**src/rtl/alu_control_seq_pkg.sv**
```systemverilog
// alu_control_seq_pkg
// Shared constants for the MIPS ALU-control stage: ALU operation encodings,
// R-type funct and I-type opcode values, alu_op_type selector values, FSM
// state encodings and the decode result struct.
package alu_control_seq_pkg;

  // ALU operation encodings (4 bits; the top zero-extends to ALU_OP_W)
  typedef enum logic [3:0] {
    ALU_ADD  = 4'd0,
    ALU_SUB  = 4'd1,
    ALU_AND  = 4'd2,
    ALU_OR   = 4'd3,
    ALU_XOR  = 4'd4,
    ALU_NOR  = 4'd5,
    ALU_SLT  = 4'd6,
    ALU_SLTU = 4'd7,
    ALU_SLL  = 4'd8,
    ALU_SRL  = 4'd9,
    ALU_SRA  = 4'd10,
    ALU_LUI  = 4'd11,
    ALU_MUL  = 4'd12,
    ALU_MULU = 4'd13,
    ALU_DIV  = 4'd14,
    ALU_DIVU = 4'd15
  } alu_op_e;

  // alu_op_type selector
  typedef enum logic [1:0] {
    AT_ADD   = 2'b00,
    AT_SUB   = 2'b01,
    AT_RTYPE = 2'b10,
    AT_ITYPE = 2'b11
  } alu_type_e;

  // R-type funct field values
  localparam logic [5:0] F_SLL   = 6'h00;
  localparam logic [5:0] F_SRL   = 6'h02;
  localparam logic [5:0] F_SRA   = 6'h03;
  localparam logic [5:0] F_SLLV  = 6'h04;
  localparam logic [5:0] F_SRLV  = 6'h06;
  localparam logic [5:0] F_SRAV  = 6'h07;
  localparam logic [5:0] F_MULT  = 6'h18;
  localparam logic [5:0] F_MULTU = 6'h19;
  localparam logic [5:0] F_DIV   = 6'h1A;
  localparam logic [5:0] F_DIVU  = 6'h1B;
  localparam logic [5:0] F_ADD   = 6'h20;
  localparam logic [5:0] F_ADDU  = 6'h21;
  localparam logic [5:0] F_SUB   = 6'h22;
  localparam logic [5:0] F_SUBU  = 6'h23;
  localparam logic [5:0] F_AND   = 6'h24;
  localparam logic [5:0] F_OR    = 6'h25;
  localparam logic [5:0] F_XOR   = 6'h26;
  localparam logic [5:0] F_NOR   = 6'h27;
  localparam logic [5:0] F_SLT   = 6'h2A;
  localparam logic [5:0] F_SLTU  = 6'h2B;

  // I-type opcode values
  localparam logic [5:0] OP_SLTI  = 6'h0A;
  localparam logic [5:0] OP_SLTIU = 6'h0B;
  localparam logic [5:0] OP_ANDI  = 6'h0C;
  localparam logic [5:0] OP_ORI   = 6'h0D;
  localparam logic [5:0] OP_XORI  = 6'h0E;
  localparam logic [5:0] OP_LUI   = 6'h0F;

  // Sequencer states
  typedef enum logic [1:0] {
    S_IDLE    = 2'd0,
    S_MD_BUSY = 2'd1,
    S_OUT     = 2'd2
  } state_e;

  // Decode result
  typedef struct packed {
    alu_op_e op;
    logic    shift_var;
    logic    is_muldiv;
  } dec_s;

endpackage

```
**src/rtl/alu_control_seq_decode.sv**
```systemverilog
// alu_op_decode
// Pure combinational ALU-control decode, usable on its own by a single-cycle
// datapath.
// Ports:
//   alu_op_type [1:0]  00 add, 01 sub, 10 R-type funct, 11 I-type opcode
//   opcode      [5:0]  instruction opcode
//   funct       [5:0]  instruction funct
//   dec                decoded op, shift_var, is_muldiv
//   illegal            (only with ALU_CTRL_ILLEGAL_TRAP_EN) unlisted code seen
// Configuration macro: ALU_CTRL_ILLEGAL_TRAP_EN
module alu_op_decode
  import alu_control_seq_pkg::*;
(
  input  logic [1:0] alu_op_type,
  input  logic [5:0] opcode,
  input  logic [5:0] funct,
  output dec_s       dec
`ifdef ALU_CTRL_ILLEGAL_TRAP_EN
  ,
  output logic       illegal
`endif
);

  alu_op_e op;
  logic    sv;
  logic    md;
  logic    known;

  always_comb begin
    op    = ALU_ADD;
    sv    = 1'b0;
    md    = 1'b0;
    known = 1'b1;
    unique case (alu_type_e'(alu_op_type))
      AT_ADD: op = ALU_ADD;
      AT_SUB: op = ALU_SUB;
      AT_RTYPE: begin
        case (funct)
          F_SLL:           op = ALU_SLL;
          F_SRL:           op = ALU_SRL;
          F_SRA:           op = ALU_SRA;
          F_SLLV:          begin op = ALU_SLL; sv = 1'b1; end
          F_SRLV:          begin op = ALU_SRL; sv = 1'b1; end
          F_SRAV:          begin op = ALU_SRA; sv = 1'b1; end
          F_MULT:          begin op = ALU_MUL;  md = 1'b1; end
          F_MULTU:         begin op = ALU_MULU; md = 1'b1; end
          F_DIV:           begin op = ALU_DIV;  md = 1'b1; end
          F_DIVU:          begin op = ALU_DIVU; md = 1'b1; end
          F_ADD, F_ADDU:   op = ALU_ADD;
          F_SUB, F_SUBU:   op = ALU_SUB;
          F_AND:           op = ALU_AND;
          F_OR:            op = ALU_OR;
          F_XOR:           op = ALU_XOR;
          F_NOR:           op = ALU_NOR;
          F_SLT:           op = ALU_SLT;
          F_SLTU:          op = ALU_SLTU;
          default:         known = 1'b0;
        endcase
      end
      AT_ITYPE: begin
        case (opcode)
          OP_SLTI:  op = ALU_SLT;
          OP_SLTIU: op = ALU_SLTU;
          OP_ANDI:  op = ALU_AND;
          OP_ORI:   op = ALU_OR;
          OP_XORI:  op = ALU_XOR;
          OP_LUI:   op = ALU_LUI;
          default:  known = 1'b0;
        endcase
      end
      default: known = 1'b0;
    endcase
  end

  // Unlisted codes always fall back to a plain ADD with no side flags
  assign dec.op        = known ? op : ALU_ADD;
  assign dec.shift_var = known & sv;
  assign dec.is_muldiv = known & md;

`ifdef ALU_CTRL_ILLEGAL_TRAP_EN
  assign illegal = ~known;
`endif

endmodule

```
**src/rtl/alu_control_seq.sv**
```systemverilog
// alu_control_seq
// Registered, valid/ready ALU-control stage. Decodes on accept and presents
// the result one cycle later; mul/div functs first spend MULDIV_CYCLES cycles
// in a busy window (start pulse in the first cycle, stall throughout).
// Ports:
//   clk, rst                 clock (rising), async active-high reset
//   in_valid / in_ready      request handshake (in_ready from state+out_ready)
//   alu_op_type, opcode, funct  decode inputs
//   out_valid / out_ready    result handshake
//   alu_op [ALU_OP_W-1:0]    decoded op, zero-extended
//   shift_var, is_muldiv     decode flags
//   muldiv_start             one-cycle start pulse to the mul/div unit
//   stall                    high while the mul/div op is in flight
//   illegal_op               (only with ALU_CTRL_ILLEGAL_TRAP_EN)
// Configuration macro: ALU_CTRL_ILLEGAL_TRAP_EN
module alu_control_seq
  import alu_control_seq_pkg::*;
#(
  parameter int ALU_OP_W      = 4,
  parameter int MULDIV_CYCLES = 4
) (
  input  logic                clk,
  input  logic                rst,
  input  logic                in_valid,
  output logic                in_ready,
  input  logic [1:0]          alu_op_type,
  input  logic [5:0]          opcode,
  input  logic [5:0]          funct,
  output logic                out_valid,
  input  logic                out_ready,
  output logic [ALU_OP_W-1:0] alu_op,
  output logic                shift_var,
  output logic                is_muldiv,
  output logic                muldiv_start,
  output logic                stall
`ifdef ALU_CTRL_ILLEGAL_TRAP_EN
  ,
  output logic                illegal_op
`endif
);

  localparam int CNT_W = (MULDIV_CYCLES > 1) ? $clog2(MULDIV_CYCLES) : 1;

  state_e     state;
  logic [CNT_W-1:0] cnt;
  dec_s       dec;
  logic       accept;

`ifdef ALU_CTRL_ILLEGAL_TRAP_EN
  logic dec_illegal;
`endif

  alu_op_decode u_dec (
    .alu_op_type (alu_op_type),
    .opcode      (opcode),
    .funct       (funct),
    .dec         (dec)
`ifdef ALU_CTRL_ILLEGAL_TRAP_EN
    ,
    .illegal     (dec_illegal)
`endif
  );

  // OUT only frees its slot when the consumer takes the current result
  assign in_ready = (state == S_IDLE) || ((state == S_OUT) && out_ready);
  assign accept   = in_valid && in_ready;

  always_ff @(posedge clk or posedge rst) begin
    if (rst) begin
      state        <= S_IDLE;
      cnt          <= '0;
      out_valid    <= 1'b0;
      stall        <= 1'b0;
      muldiv_start <= 1'b0;
      alu_op       <= '0;
      shift_var    <= 1'b0;
      is_muldiv    <= 1'b0;
`ifdef ALU_CTRL_ILLEGAL_TRAP_EN
      illegal_op   <= 1'b0;
`endif
    end else begin
      muldiv_start <= 1'b0;
      case (state)
        S_IDLE, S_OUT: begin
          if (accept) begin
            alu_op    <= ALU_OP_W'(dec.op);
            shift_var <= dec.shift_var;
            is_muldiv <= dec.is_muldiv;
`ifdef ALU_CTRL_ILLEGAL_TRAP_EN
            illegal_op <= dec_illegal;
`endif
            if (dec.is_muldiv) begin
              state        <= S_MD_BUSY;
              cnt          <= CNT_W'(MULDIV_CYCLES - 1);
              stall        <= 1'b1;
              muldiv_start <= 1'b1;
              out_valid    <= 1'b0;
            end else begin
              state     <= S_OUT;
              out_valid <= 1'b1;
            end
          end else if (state == S_OUT && out_ready) begin
            state     <= S_IDLE;
            out_valid <= 1'b0;
          end
        end
        S_MD_BUSY: begin
          // counter was loaded with N-1, so the window is exactly N cycles
          if (cnt == '0) begin
            state     <= S_OUT;
            stall     <= 1'b0;
            out_valid <= 1'b1;
          end else begin
            cnt <= cnt - CNT_W'(1);
          end
        end
        default: begin
          state     <= S_IDLE;
          out_valid <= 1'b0;
          stall     <= 1'b0;
        end
      endcase
    end
  end

endmodule

```
**config.mk**
```make
export PLATFORM = sky130hd
export DESIGN_NAME = alu_control_seq
export DESIGN_NICKNAME = d
export VERILOG_FILES = /design/src/rtl/alu_control_seq_pkg.sv /design/src/rtl/alu_control_seq_decode.sv /design/src/rtl/alu_control_seq.sv
export SDC_FILE = /design/constraint.sdc
export NUM_CORES = 1
export LEC_CHECK = 0
export CAP_MARGIN = 20
export CORE_MARGIN = 3
export CORE_UTILIZATION = 43
export CTS_CLUSTER_DIAMETER = 80
export DETAILED_ROUTE_END_ITERATION = 7
export PLACE_DENSITY = 0.77
export SLEW_MARGIN = 20
export SYNTH_ARGS = -nofsm -noshare
export SYNTH_HDL_FRONTEND = slang
export SYNTH_HIERARCHICAL = 1
export SYNTH_SLANG_ARGS = --single-unit
```
**constraint.sdc**
```tcl
create_clock -name clk -period 1.8 [get_ports clk]
set_input_delay 0.18 -clock clk [delete_from_list [all_inputs] [get_ports clk]]
set_output_delay 0.18 -clock clk [all_outputs]
set_load 0.005 [all_outputs]
```
==> run_summary.xml <==
<?xml version="1.0" encoding="UTF-8"?>
<metrics>
  <group name="outcome">
    <metric name="outcome" unit="">completed</metric>
  </group>
  <group name="sta">
    <metric name="final-hold-violation-count" unit="">0</metric>
    <metric name="setup_total_negative_slack" unit="ps">0</metric>
    <metric name="maxSlewHeadroom" unit="%">70.43</metric>
    <metric name="tightest_slew" unit="ps">443.1</metric>
    <metric name="fin_crit" unit="ps">1656</metric>
    <metric name="finalMaxSlewViolations" unit="">0</metric>
    <metric name="skew" unit="ps">8.626</metric>
    <metric name="setup-violations-final" unit="">0</metric>
    <metric name="min_period_over_period" unit="%">92.02</metric>
    <metric name="rsz0062_at_grt" unit="">no</metric>
    <metric name="clock.fmax" unit="MHz">603.8</metric>
  </group>
  <group name="power">
    <metric name="max-vdd-ir-drop" unit="mV">0.5668</metric>
    <metric name="p_comb_share" unit="%">26.4</metric>
    <metric name="switchingPower" unit="mW">0.1800</metric>
    <metric name="power_frac_seq" unit="%">43.7</metric>
    <metric name="power_per_cell_area" unit="nW/µm²">611.6</metric>
    <metric name="power.switching_fraction" unit="%">25.43</metric>
    <metric name="cellInternalPower" unit="mW">0.5279</metric>
    <metric name="clkPwrFrac" unit="%">29.9</metric>
    <metric name="p_leak" unit="nW">0.5056</metric>
  </group>
  <group name="critical_path">
    <metric name="critPathLaunchType" unit="">flop</metric>
    <metric name="timing.setup.critical_path_class" unit="">reg -&gt; out</metric>
    <metric name="r2r_setup_slack" unit="ps">360</metric>
    <metric name="worstReg2RegEnd" unit="">alu_op[0]</metric>
    <metric name="cp.arrival" unit="ps">1480</metric>
    <metric name="worst-r2r-cell-count" unit="">3</metric>
    <metric name="setup.worst_path.end_class" unit="">primary output</metric>
    <metric name="critPathRequiredTime" unit="ps">1620</metric>
    <metric name="regToRegStartpoint" unit="">out_valid</metric>
    <metric name="critPathMaxFanout" unit="">7</metric>
  </group>
  <group name="drt">
    <metric name="viasPerCell" unit="">5.146</metric>
    <metric name="drc" unit="">0</metric>
    <metric name="number_of_detailed_route_iterations_in_the_first_pass" unit="">5</metric>
    <metric name="totalWireLength" unit="mm">1.897</metric>
    <metric name="num_vias" unit="">741</metric>
    <metric name="postRouteAntennaNets" unit="">0</metric>
    <metric name="detailedRoute.firstIterationViolations" unit="">13</metric>
    <metric name="wire_per_inst" unit="µm">13.17</metric>
  </group>
  <group name="worst_hold_path">
    <metric name="timing.hold.worst.class" unit="">in -&gt; async</metric>
  </group>
  <group name="logic_synthesis">
    <metric name="synthesis.nets" unit="">104</metric>
    <metric name="synthesis_stage_register_bit_count" unit="">12</metric>
    <metric name="synth.top_cells.by_count" unit="">sky130_fd_sc_hd__dfrtp_1 (12), sky130_fd_sc_hd__inv_1 (10), sky130_fd_sc_hd__o21ai_0 (7)</metric>
    <metric name="ys_async_sr_fraction" unit="%">100.0</metric>
    <metric name="synth_warn" unit="">6</metric>
    <metric name="yosysTopAreaCell" unit="">sky130_fd_sc_hd__dfrtp_1</metric>
    <metric name="synth_enable_flop_cells" unit="">0</metric>
    <metric name="synthMostInstantiatedCell" unit="">sky130_fd_sc_hd__dfrtp_1</metric>
    <metric name="distinct_cell_type_count_after_synthesis" unit="">38</metric>
    <metric name="synth.top_cells.by_area" unit="">sky130_fd_sc_hd__dfrtp_1 (38%), sky130_fd_sc_hd__mux2_2 (7.1%), sky130_fd_sc_hd__inv_1 (4.8%)</metric>
    <metric name="synth.top_cell.area_share" unit="%">38.10</metric>
    <metric name="netlist_instances" unit="">85</metric>
    <metric name="netlist_area" unit="µm²">788.3</metric>
    <metric name="syn-mean-instance-area" unit="µm²">9.274</metric>
    <metric name="flip_flop_cell_with_the_highest_count_after_synthesis" unit="">sky130_fd_sc_hd__dfrtp_1</metric>
    <metric name="synth-seq-area-share" unit="%">38.10</metric>
  </group>
  <group name="placed_design">
    <metric name="portBuffers" unit="">27</metric>
    <metric name="place.detailed.instances" unit="">140</metric>
    <metric name="detailed_place_hpwl" unit="mm">1.532</metric>
    <metric name="place_congestion" unit="">0.7709</metric>
  </group>
  <group name="grt">
    <metric name="antenna_violations_before_repair" unit="">0</metric>
    <metric name="grt_first_pass_wirelength" unit="mm">3.249</metric>
    <metric name="grt_max_degree" unit="">13</metric>
    <metric name="global_route.overflow_total" unit="">0</metric>
    <metric name="globalRouteTotalUtil" unit="%">17.48</metric>
    <metric name="grt_pass1_vias" unit="">718</metric>
  </group>
  <group name="layout">
    <metric name="layout-drive-gt1-share" unit="%">16.67</metric>
    <metric name="fin_nets" unit="">140</metric>
    <metric name="antenna_cells" unit="">0</metric>
    <metric name="post_layout_nonfiller_instances" unit="">144</metric>
    <metric name="area_growth" unit="%">46.83</metric>
  </group>
  <group name="die">
    <metric name="io_pins" unit="">28</metric>
    <metric name="die_height" unit="µm">48.82</metric>
    <metric name="core_region_area" unit="µm²">1612</metric>
    <metric name="die-area" unit="µm²">2383</metric>
    <metric name="floorplan.rows" unit="">14</metric>
    <metric name="fp.dieW" unit="µm">48.82</metric>
    <metric name="initial_core_util" unit="%">48.91</metric>
  </group>
  <group name="clock_tree">
    <metric name="tritoncts" unit="">yes</metric>
    <metric name="cts.root.buffer_cell" unit="">sky130_fd_sc_hd__clkbuf_4</metric>
    <metric name="clkSlewWorstSetupHoldPaths" unit="ps">80</metric>
    <metric name="postCtsHoldBufs" unit="">0</metric>
    <metric name="clkLatencyLatePin" unit="ps">270</metric>
    <metric name="postcts_resize_cnt" unit="">0</metric>
    <metric name="cts.repair_timing.setup_buffer_count" unit="">0</metric>
    <metric name="clock_path_buffers" unit="">2</metric>
    <metric name="tritoncts.num_buffers" unit="">3</metric>
    <metric name="cts.htree.levels" unit="">1</metric>
    <metric name="clock-sinks" unit="">12</metric>
  </group>
  <group name="flow_run">
    <metric name="max_cap_viol_count" unit="">0</metric>
  </group>
</metrics>
==> state kept, by name, indices dropped and copies added, names as in the netlist <==
signal and count:
alu_op 4, cnt 2, is_muldiv 1, muldiv_start 1
out_valid 1, shift_var 1, stall 1, state 1
==> cell type report <==
| type | instances | area [µm²] |
|---|---|---|
| timing repair buffer | 35 | 330.3 |
| fill | 137 | 454.2 |
| inverter | 10 | 37.54 |
| multi-input combinational | 59 | 422.9 |
| sequential | 12 | 300.3 |
| clock buffer | 4 | 36.28 |
| tap | 24 | 30.03 |
==> power by group through the flow <==
stage / clock network [mW] / registers (mW) / logic (mW)
2_1_floorplan: 0 / 0.312 / 0.0870
3_5_place_dp: 0 / 0.314 / 0.187
4_1_cts: 0.222 / 0.310 / 0.188
5_1_grt: 0.242 / 0.312 / 0.205
6_report: 0.211 / 0.309 / 0.187
3_3_place_gp: 0 / 0.313 / 0.183
==> per-layer routing <==
layer / part of all wire [%] / vias to the layer above / GRT usage [%]
li1: - / 382 / -
met1: 49 / 334 / 23.98
met2: 45 / 23 / 26.47
met3: 5.4 / 2 / 7.034
met4: 0.26 / 0 / 2.370
met5: 0 / - / 0
==> worst max path at each step <==
stage | cells past startpoint | slack (ps) | start | to
after floorplan | 3 | 480 | out_valid | alu_op[0]
after global placement | 7 | 40 | funct[4] | alu_op[1]
after detailed placement | 5 | 3 | funct[5] | alu_op[0]
after CTS | 3 | 130 | out_valid | in_ready
after global routing | 3 | 70 | out_valid | in_ready
final | 3 | 140 | out_valid | in_ready
==> cells in the final DEF (no fill, tap or decap), drive strengths merged <==
master	n
nand4	1
nand3	1
nor2	3
o32a	1
clkdlybuf4s50	27
nor2b	1
nand2	6
ha	1
a21oi	4
o31ai	1
and3	1
nor4	1
a221oi	1
nor4b	1
a31oi	1
nand3b	2
or2b	1
clkbuf	4
xnor2	2
mux2	5
or4b	1
a211oi	2
mux2i	1
o2111a	1
o22ai	2
a22oi	1
nand2b	3
o21ai	8
dfrtp	12
nor3	1
buf	8
nor3b	3
inv	10
o21a	1
and3b	1
==> critical path, stage by stage (launching register included) <==
cell                              delay (ps)
sky130_fd_sc_hd__dfrtp_1                 450
sky130_fd_sc_hd__nor2b_4                 170
sky130_fd_sc_hd__nor2_1                   80
sky130_fd_sc_hd__clkdlybuf4s50_1         500
==> cell families after synthesis <==
| kind of cell | after synthesis | share of synthesized area, % |
|---|---|---|
| AO/OA/AOI/OAI | 23 | 18.57 |
| buffers and inverters | 14 | 8.254 |
| multiplexers | 6 | 8.412 |
| adder cells (fa/ha/maj) | 1 | 1.587 |
| flip-flops | 12 | 38.10 |
| XOR/XNOR | 2 | 2.223 |
| AND/OR/NAND/NOR | 27 | 22.86 |
==> per-stage QoR <==
stage	area (µm²)	utilization (%)	setup WS, ps	total power, mW	hold slack, ps
after global routing	1157	71.82	71.55	0.7581	238.2
final	1157	71.82	143.7	0.7079	199.4
after detailed placement	1121	69.57	2.818	0.5012	481.3
after floorplan	788.3	-	484.6	0.3987	44.70
after CTS	1157	71.82	129.4	0.7196	208.4
after global placement	1121	69.57	41.20	0.4959	471.6
(Power assumes the default switching activity.)
